==> src/rtl/addsub_pkg.sv <==
// Shared types for the digit-serial adder/subtractor.
package addsub_pkg;

  typedef enum logic {
    OP_ADD = 1'b0,
    OP_SUB = 1'b1
  } op_e;

  typedef enum logic [1:0] {
    S_IDLE,
    S_RUN,
    S_DONE
  } state_e;

endpackage

==> src/rtl/ripple_adder_n.sv <==
// Combinational N-bit ripple-carry adder built from 1-bit full adders.
// Also exposes the carry into the top bit so the caller can form overflow.
module ripple_adder_n #(
  parameter int unsigned N = 1
) (
  input  logic [N-1:0] x,
  input  logic [N-1:0] y,
  input  logic         ci,
  output logic [N-1:0] s,
  output logic         co,
  output logic         c_msb_in
);

  logic [N:0] c;

  always_comb begin
    c    = '0;
    s    = '0;
    c[0] = ci;
    for (int i = 0; i < N; i++) begin
      s[i]   = x[i] ^ y[i] ^ c[i];
      c[i+1] = (x[i] & y[i]) | (x[i] & c[i]) | (y[i] & c[i]);
    end
    co       = c[N];
    c_msb_in = c[N-1];
  end

endmodule

==> src/rtl/digit_serial_addsub.sv <==
// Multi-cycle adder/subtractor: consumes WIDTH-bit operands DIGIT bits per clock,
// then holds sum and flags in DONE until the consumer accepts them.
module digit_serial_addsub
  import addsub_pkg::*;
#(
  parameter int unsigned WIDTH = 8,
  parameter int unsigned DIGIT = 1
) (
  input  logic             clk,
  input  logic             rst_n,
  input  logic             in_valid,
  output logic             in_ready,
  input  logic [WIDTH-1:0] a,
  input  logic [WIDTH-1:0] b,
  input  logic             cin,
  input  logic             op,
  output logic             out_valid,
  input  logic             out_ready,
  output logic [WIDTH-1:0] sum,
  output logic             cout,
  output logic             ovf,
  output logic             zero
);

  localparam int unsigned NDIG = WIDTH / DIGIT;
  localparam int unsigned CntW = (NDIG > 1) ? $clog2(NDIG) : 1;

  if ((WIDTH % DIGIT) != 0) begin : g_bad_digit
    $error("digit_serial_addsub: WIDTH must be a multiple of DIGIT");
  end

  state_e            state_q, state_d;
  logic [CntW-1:0]   cnt_q, cnt_d;
  logic [WIDTH-1:0]  a_q, a_d;
  logic [WIDTH-1:0]  b_q, b_d;
  logic              carry_q, carry_d;
  logic [WIDTH-1:0]  sum_q, sum_d;
  logic              cout_q, cout_d;
  logic              ovf_q, ovf_d;
  logic              zero_q, zero_d;

  logic [DIGIT-1:0]       dig_s;
  logic                   dig_co;
  logic                   dig_cm;
  logic                   last_dig;
  logic                   is_sub;
  logic [WIDTH+DIGIT-1:0] a_cat;
  logic [WIDTH-1:0]       a_shift;

  ripple_adder_n #(
    .N(DIGIT)
  ) u_adder (
    .x        (a_q[DIGIT-1:0]),
    .y        (b_q[DIGIT-1:0]),
    .ci       (carry_q),
    .s        (dig_s),
    .co       (dig_co),
    .c_msb_in (dig_cm)
  );

  assign last_dig = (cnt_q == CntW'(NDIG - 1));
  assign is_sub   = (op_e'(op) == OP_SUB);

  // A doubles as the result shifter: digit sums enter at the top as operand bits leave the bottom.
  assign a_cat   = {dig_s, a_q};
  assign a_shift = a_cat[WIDTH+DIGIT-1:DIGIT];

  always_ff @(posedge clk) begin
    if (!rst_n) begin
      state_q <= S_IDLE;
      cnt_q   <= '0;
      a_q     <= '0;
      b_q     <= '0;
      carry_q <= 1'b0;
      sum_q   <= '0;
      cout_q  <= 1'b0;
      ovf_q   <= 1'b0;
      zero_q  <= 1'b0;
    end else begin
      state_q <= state_d;
      cnt_q   <= cnt_d;
      a_q     <= a_d;
      b_q     <= b_d;
      carry_q <= carry_d;
      sum_q   <= sum_d;
      cout_q  <= cout_d;
      ovf_q   <= ovf_d;
      zero_q  <= zero_d;
    end
  end

  always_comb begin
    state_d = state_q;
    unique case (state_q)
      S_IDLE:  if (in_valid && in_ready) state_d = S_RUN;
      S_RUN:   if (last_dig) state_d = S_DONE;
      S_DONE:  if (out_ready) state_d = S_IDLE;
      default: state_d = S_IDLE;
    endcase
  end

  always_comb begin
    cnt_d   = cnt_q;
    a_d     = a_q;
    b_d     = b_q;
    carry_d = carry_q;
    sum_d   = sum_q;
    cout_d  = cout_q;
    ovf_d   = ovf_q;
    zero_d  = zero_q;
    unique case (state_q)
      S_IDLE: begin
        if (in_valid && in_ready) begin
          a_d     = a;
          b_d     = is_sub ? ~b : b;
          carry_d = is_sub ? ~cin : cin;
          cnt_d   = '0;
        end
      end
      S_RUN: begin
        a_d     = a_shift;
        b_d     = b_q >> DIGIT;
        carry_d = dig_co;
        cnt_d   = cnt_q + 1'b1;
        if (last_dig) begin
          sum_d  = a_shift;
          cout_d = dig_co;
          ovf_d  = dig_cm ^ dig_co;
          zero_d = (a_shift == '0);
        end
      end
      default: ;
    endcase
  end

  always_comb begin
    in_ready  = rst_n && (state_q == S_IDLE);
    out_valid = (state_q == S_DONE);
    sum       = sum_q;
    cout      = cout_q;
    ovf       = ovf_q;
    zero      = zero_q;
  end

endmodule

==> config.mk <==
export PLATFORM = sky130hd
export DESIGN_NAME = digit_serial_addsub
export DESIGN_NICKNAME = d
export VERILOG_FILES = /design/src/rtl/addsub_pkg.sv /design/src/rtl/ripple_adder_n.sv /design/src/rtl/digit_serial_addsub.sv
export SDC_FILE = /design/constraint.sdc
export NUM_CORES = 1
export LEC_CHECK = 0
export ABC_AREA = 1
export CELL_PAD_IN_SITES_DETAIL_PLACEMENT = 0
export CELL_PAD_IN_SITES_GLOBAL_PLACEMENT = 1
export CORE_ASPECT_RATIO = 1.25
export CORE_MARGIN = 5
export CORE_UTILIZATION = 35
export DETAILED_ROUTE_END_ITERATION = 8
export PLACE_DENSITY = 0.8
export SYNTH_ARGS = -nofsm -noshare
export SYNTH_HDL_FRONTEND = slang
export SYNTH_SLANG_ARGS = --single-unit
==> constraint.sdc <==
create_clock -name clk -period 1.5 [get_ports clk]
set_input_delay 0.3 -clock clk [delete_from_list [all_inputs] [get_ports clk]]
set_output_delay 0.3 -clock clk [all_outputs]
set_load 0.01 [all_outputs]
==> impl_metrics.env, run 1 <==
export IMPL_outcome="finished, final reports clean"
export IMPL_root_buffer="clkbuf_8"
export IMPL_finalCritPeriodShare_pct=98.0
export IMPL_synth_fp_nets=262
export IMPL_final_nets=301
export IMPL_rsz0062_at_grt="true"
export IMPL_slowest_stage="clkdlybuf4s50_1"
export IMPL_postSynthAreaPerCell_um2=6.97
export IMPL_numCtsBuffers=5
export IMPL_peakVddDrop_mv=0.592
export IMPL_num_rows=28
export IMPL_dpl_cell_area_um2=2040
export IMPL_viasPerCell=4.58
export IMPL_grt_pass1_wl_mm=6.63
export IMPL_setup_violations=0
export IMPL_grt_max_degree=26
export IMPL_fin_hold_ws_ns=0.461
export IMPL_cts_sinks=33
export IMPL_cp_required_ns=1.20
export IMPL_htree_levels=2
export IMPL_wire_per_inst_um=11.6
export IMPL_clock_skew_ns=0.00354
export IMPL_routed_wl_met2_mm=1.81
export IMPL_place_gp_congestion=0.775
export IMPL_num_io_pins=35
export IMPL_drc=0
export IMPL_cts_hold_buf=0
export IMPL_netlist_cell_type_count=25
export IMPL_start_util_pct=35.4
export IMPL_num_antenna_cells=0
export IMPL_cp_num_buf_inv=1
export IMPL_first_pass_iters=4
export IMPL_power_switching_mw=0.538
export IMPL_vias=1542
export IMPL_max_slew_margin_pct=82.4
export IMPL_clkTransAtPathRegs_ns=0.07
export IMPL_core_area_um2=4660
export IMPL_seqPwrFrac_pct=47.5
export IMPL_fill_cells=503
export IMPL_clk_insertion_delay_late_ns=0.28
export IMPL_internal_power_mw=1.49
export IMPL_dieArea_um2=6200
export IMPL_crit_type="flop to primary output"
export IMPL_first_global_vias=1500
export IMPL_slew_viol_final=0
export IMPL_top_layer_used="met4"
export IMPL_dr_wl_met3_um=203
export IMPL_min_period_ns=1.47
export IMPL_synth_warning_count=0
export IMPL_area_growth_pct=31.3
export IMPL_maxCapViolCount=0
export IMPL_synth_cells=237
export IMPL_layout_drive_gt1_share_pct=13.7
export IMPL_clockBufferDepth=2
export IMPL_dp_slack_ns=-0.467
export IMPL_post_cts_buffers=0
export IMPL_p_leak_nw=1.05
export IMPL_antenna_found_initial=0
export IMPL_worstMarginPinSlew_ns=0.264
export IMPL_gr_usage_all_layers_pct=13.2
export IMPL_hold_viol_final=0
export IMPL_layout_setup_ws_ns=0.0295
export IMPL_port_buffers=34
export IMPL_path_cells="clkdlybuf4s50_1"
export IMPL_power_density_nw_per_um2=935
export IMPL_worstPathArrival_ns=1.17
export IMPL_synth_seq_area_share_pct=40.0
export IMPL_m1WireLength_mm=1.82
export IMPL_finalPower_mw=2.03
export IMPL_totalWireLength_mm=3.91
export IMPL_share_comb_of_total_power_pct=16.5
export IMPL_drtIter0Drc=51
export IMPL_critPathMaxFanout=2
export IMPL_slowest_delay_ns=0.55
export IMPL_grt_ovfl_total=0
export IMPL_end_kind="primary output"
export IMPL_synth_area_um2=1650
export IMPL_fmax_mhz=680
export IMPL_p_sw_share_pct=26.5
export IMPL_postRouteAntennaNets=0
export IMPL_die_w_um=71.4
export IMPL_path_delay_family="buffers and inverters"
export IMPL_die_h_um=86.8
export IMPL_hpwl_mm=2.73
export IMPL_ys_seq_elements=33
export IMPL_hp_class="flop to flop"
export IMPL_start_kind="flop"
export IMPL_cts_tree="built"
export IMPL_postLayoutCellArea_um2=2170
export IMPL_p_clk_share_pct=35.9
[synthesized netlist by cell type (all sizes together)]
master / instances / area (um2)
nand3: 20 / 110
dfxtp: 33 / 661
xor2: 1 / 8.76
fa: 1 / 20.0
ha: 2 / 25.0
inv: 16 / 60.1
clkbuf: 2 / 7.51
nor2: 23 / 103
o21ai: 11 / 55.1
nand2: 90 / 345
buf: 10 / 85.1
nand4: 1 / 6.26
xnor2: 1 / 8.76
nor3: 1 / 5.00
a21oi: 25 / 151
[logic make-up (layout without fill, tap and decap cells)]
| kind of cell | after synthesis | after routing | share of synthesized area, % |
|---|---|---|---|
| compound gates | 36 | 36 | 12.5 |
| xor+xnor | 2 | 2 | 1.06 |
| fa+ha+maj | 3 | 3 | 2.73 |
| buf+inv | 28 | 68 | 9.24 |
| flops | 33 | 33 | 40.0 |
| simple gates | 135 | 135 | 34.5 |
[final timing paths]
check	cells past startpoint	slack (ns)	end	start
max reg2reg	4	0.12	zero$_SDFFE_PN0P_	carry_q$_SDFFE_PN0P_
min reg2reg	2	0.46	sum[0]$_SDFFE_PN0P_	sum[0]$_SDFFE_PN0P_
min	2	0.46	sum[0]$_SDFFE_PN0P_	sum[0]$_SDFFE_PN0P_
max	1	0.03	sum[7]	sum[7]$_SDFFE_PN0P_
[per-layer routing]
metal | vias to the layer above | global-route usage (%)
met5 | - | 0
met4 | 0 | 4.96
met3 | 9 | 3.60
met2 | 32 | 21.8
met1 | 675 | 16.4
li1 | 826 | -
[area by class of cell]
class	count	area, um2	area share [%]
clock buffers	7	96.3	4.44
clock inverters	1	5.00	0.231
inverters	16	63.8	2.94
multi-input cells	176	843	38.9
flip-flops and latches	33	661	30.5
well taps	60	75.1	3.46
repair buffers	43	417	19.2
repair inverters	1	7.51	0.346
[power by group through the flow]
stage	combinational (mW)	sequential [mW]	clock, mW
2_1_floorplan	0.220	0.971	0
3_3_place_gp	0.332	0.984	0
3_5_place_dp	0.334	0.983	0
4_1_cts	0.335	0.965	0.750
5_1_grt	0.383	0.970	0.800
6_report	0.335	0.964	0.729
[placed cells by master, fill, tap and decap left out, drive strengths merged]
| cell type | instances |
|---|---|
| nor2 | 23 |
| nand3 | 20 |
| xor2 | 1 |
| buf | 10 |
| a21oi | 25 |
| clkinv | 1 |
| xnor2 | 1 |
| o21ai | 11 |
| nor3 | 1 |
| clkdlybuf4s50 | 26 |
| clkinvlp | 2 |
| ha | 2 |
| nand2 | 90 |
| inv | 15 |
| fa | 1 |
| dfxtp | 33 |
| clkbuf | 8 |
| dlymetal6s2s | 6 |
| nand4 | 1 |
[flip-flops by register name, indices dropped and copies added (netlist names), 2 cells and up]
| name | count |
|---|---|
| b_q | 8 |
| sum | 8 |
| a_q | 8 |
| cnt_q | 3 |
| state_q | 2 |
[what timing repair did]
action                                  in CTS  in global routing
pin swaps                                    0                  0
endpoints found under the setup margin       2                 25
cloned                                       0                  1
gates resized for setup                      7                 12
[metrics by stage]
stage	std cells	util [%]	TNS [ns]
global placement	328	43.8	-1.65
global route	337	46.5	-0.00729
finish	337	46.5	0
detailed placement	328	43.8	-1.77
floorplan	237	-	0
CTS	336	46.0	0
Power figures use the tool's default switching activity.
==> inputs of run 2 (changes only) <==
TNS_END_PERCENT = 20   (was not set)
==> impl_metrics.env, run 2 (synthesized netlist as in run 1, its figures left out) <==
export IMPL_outcome="finished, final reports clean"
export IMPL_peakVddDrop_mv=0.592
export IMPL_postRouteAntennaNets=0
export IMPL_post_cts_buffers=0
export IMPL_hp_class="flop to flop"
export IMPL_end_kind="primary output"
export IMPL_numCtsBuffers=5
export IMPL_worstPathArrival_ns=1.17
export IMPL_num_rows=28
export IMPL_clock_skew_ns=0.00354
export IMPL_totalWireLength_mm=3.91
export IMPL_layout_commonest_cell="nand2_1"
export IMPL_hold_viol_final=0
export IMPL_cp_num_buf_inv=1
export IMPL_htree_levels=2
export IMPL_worstMarginPinSlew_ns=0.264
export IMPL_fill_cells=503
export IMPL_maxCapViolCount=0
export IMPL_p_leak_nw=1.05
export IMPL_final_nets=301
export IMPL_viasPerCell=4.58
export IMPL_core_area_um2=4660
export IMPL_final_util_pct=46.5
export IMPL_slowest_delay_ns=0.55
export IMPL_power_density_nw_per_um2=935
export IMPL_die_w_um=71.4
export IMPL_tns_ns=0
export IMPL_dieArea_um2=6200
export IMPL_multiInputGateArea_um2=843
export IMPL_grt_pass1_wl_mm=6.63
export IMPL_gr_usage_all_layers_pct=13.2
export IMPL_clk_insertion_delay_late_ns=0.28
export IMPL_max_slew_margin_pct=82.4
export IMPL_antenna_found_initial=0
export IMPL_cts_sinks=33
export IMPL_num_io_pins=35
export IMPL_cp_required_ns=1.20
export IMPL_postLayoutCellArea_um2=2170
export IMPL_drtIter0Drc=51
export IMPL_place_gp_congestion=0.775
export IMPL_final_cell_mix="nand2_1, dfxtp_1, clkdlybuf4s50_1"
export IMPL_start_kind="flop"
export IMPL_slowest_stage="clkdlybuf4s50_1"
export IMPL_rsz0062_at_grt="true"
export IMPL_grt_max_degree=26
export IMPL_cts_hold_buf=0
export IMPL_grt_ovfl_total=0
export IMPL_critPathMaxFanout=2
export IMPL_clockBufferDepth=2
export IMPL_first_global_vias=1500
export IMPL_die_h_um=86.8
export IMPL_area_growth_pct=31.3
export IMPL_vias=1542
export IMPL_layout_drive_gt1_share_pct=13.4
export IMPL_path_cells="clkdlybuf4s50_1"
export IMPL_dpl_cell_area_um2=2040
export IMPL_num_antenna_cells=0
export IMPL_root_buffer="clkbuf_8"
export IMPL_wire_per_inst_um=11.6
export IMPL_ff_latch_area_um2=661
export IMPL_start_util_pct=35.4
export IMPL_fmax_mhz=680
export IMPL_cts_tree="built"
export IMPL_min_period_ns=1.47
export IMPL_finalCritPeriodShare_pct=98.0
export IMPL_slew_viol_final=0
export IMPL_hpwl_mm=2.73
export IMPL_crit_type="flop to primary output"
export IMPL_port_buffers=34
export IMPL_path_delay_family="buffers and inverters"
export IMPL_drc=0
export IMPL_clkTransAtPathRegs_ns=0.07
export IMPL_setup_violations=0
export IMPL_first_pass_iters=4
-- run 2: cell count changes in the layout (fill, tap and decap cells not counted) --
cell,delta
inv_2,-1
inv_1,+1
-- run 2: path summary, 6_finish.rpt --
check                       startpoint             endpoint  slack, ns  cells after the start
setup / recovery   sum[7]$_SDFFE_PN0P_               sum[7]       0.03                      1
hold / removal     sum[0]$_SDFFE_PN0P_  sum[0]$_SDFFE_PN0P_       0.46                      2
setup reg to reg  carry_q$_SDFFE_PN0P_    zero$_SDFFE_PN0P_       0.12                      4
hold reg to reg    sum[0]$_SDFFE_PN0P_  sum[0]$_SDFFE_PN0P_       0.46                      2
-- run 2: metrics by stage --
stage / cells / worst slack [ns] / hold WS, ns / total power, mW
floorplan: 237 / 0.263 / 0.432 / 1.19
global placement: 328 / -0.482 / 0.451 / 1.32
detailed placement: 328 / -0.467 / 0.454 / 1.32
CTS: 336 / 0.0112 / 0.467 / 2.05
global route: 337 / -0.0143 / 0.480 / 2.15
finish: 337 / 0.0295 / 0.461 / 2.03
-- run 2: report_power, final --
group          leakage, nW  switching [mW]  internal [mW]
logic                0.726           0.183          0.152
registers            0.269          0.0403          0.923
clock network       0.0542           0.314          0.414
total                 1.05           0.537           1.49
-- run 2: metal layers --
| metal | vias up | wire length (um) | global-route usage (%) |
|---|---|---|---|
| met4 | 0 | 76 | 4.96 |
| li1 | 826 | - | - |
| met5 | - | 0 | 0 |
| met1 | 675 | 1820 | 16.4 |
| met2 | 32 | 1810 | 21.8 |
| met3 | 9 | 203 | 3.60 |
-- run 2: what timing repair did --
action / in CTS / in global routing
setup endpoints to repair: 2 / 25
pin swaps: 0 / 0
cloned: 0 / 1
resized for setup: 7 / 11
-- run 2: layout make-up --
type | count | area share [%]
clock buffers | 7 | 4.44
clock inverters | 1 | 0.231
inverters | 16 | 2.94
multi-input cells | 176 | 38.9
flip-flops and latches | 33 | 30.5
well taps | 60 | 3.46
repair buffers | 43 | 19.2
repair inverters | 1 | 0.346
-- run 2: worst reg2reg max path, delay by kind of cell, from the launching register on --
family	cells	cell delay, ns
AO/OA/AOI/OAI	1	0.15
adder cells (fa/ha/maj)	1	0.58
flip-flops	1	0.36
AND/OR/NAND/NOR	2	0.22
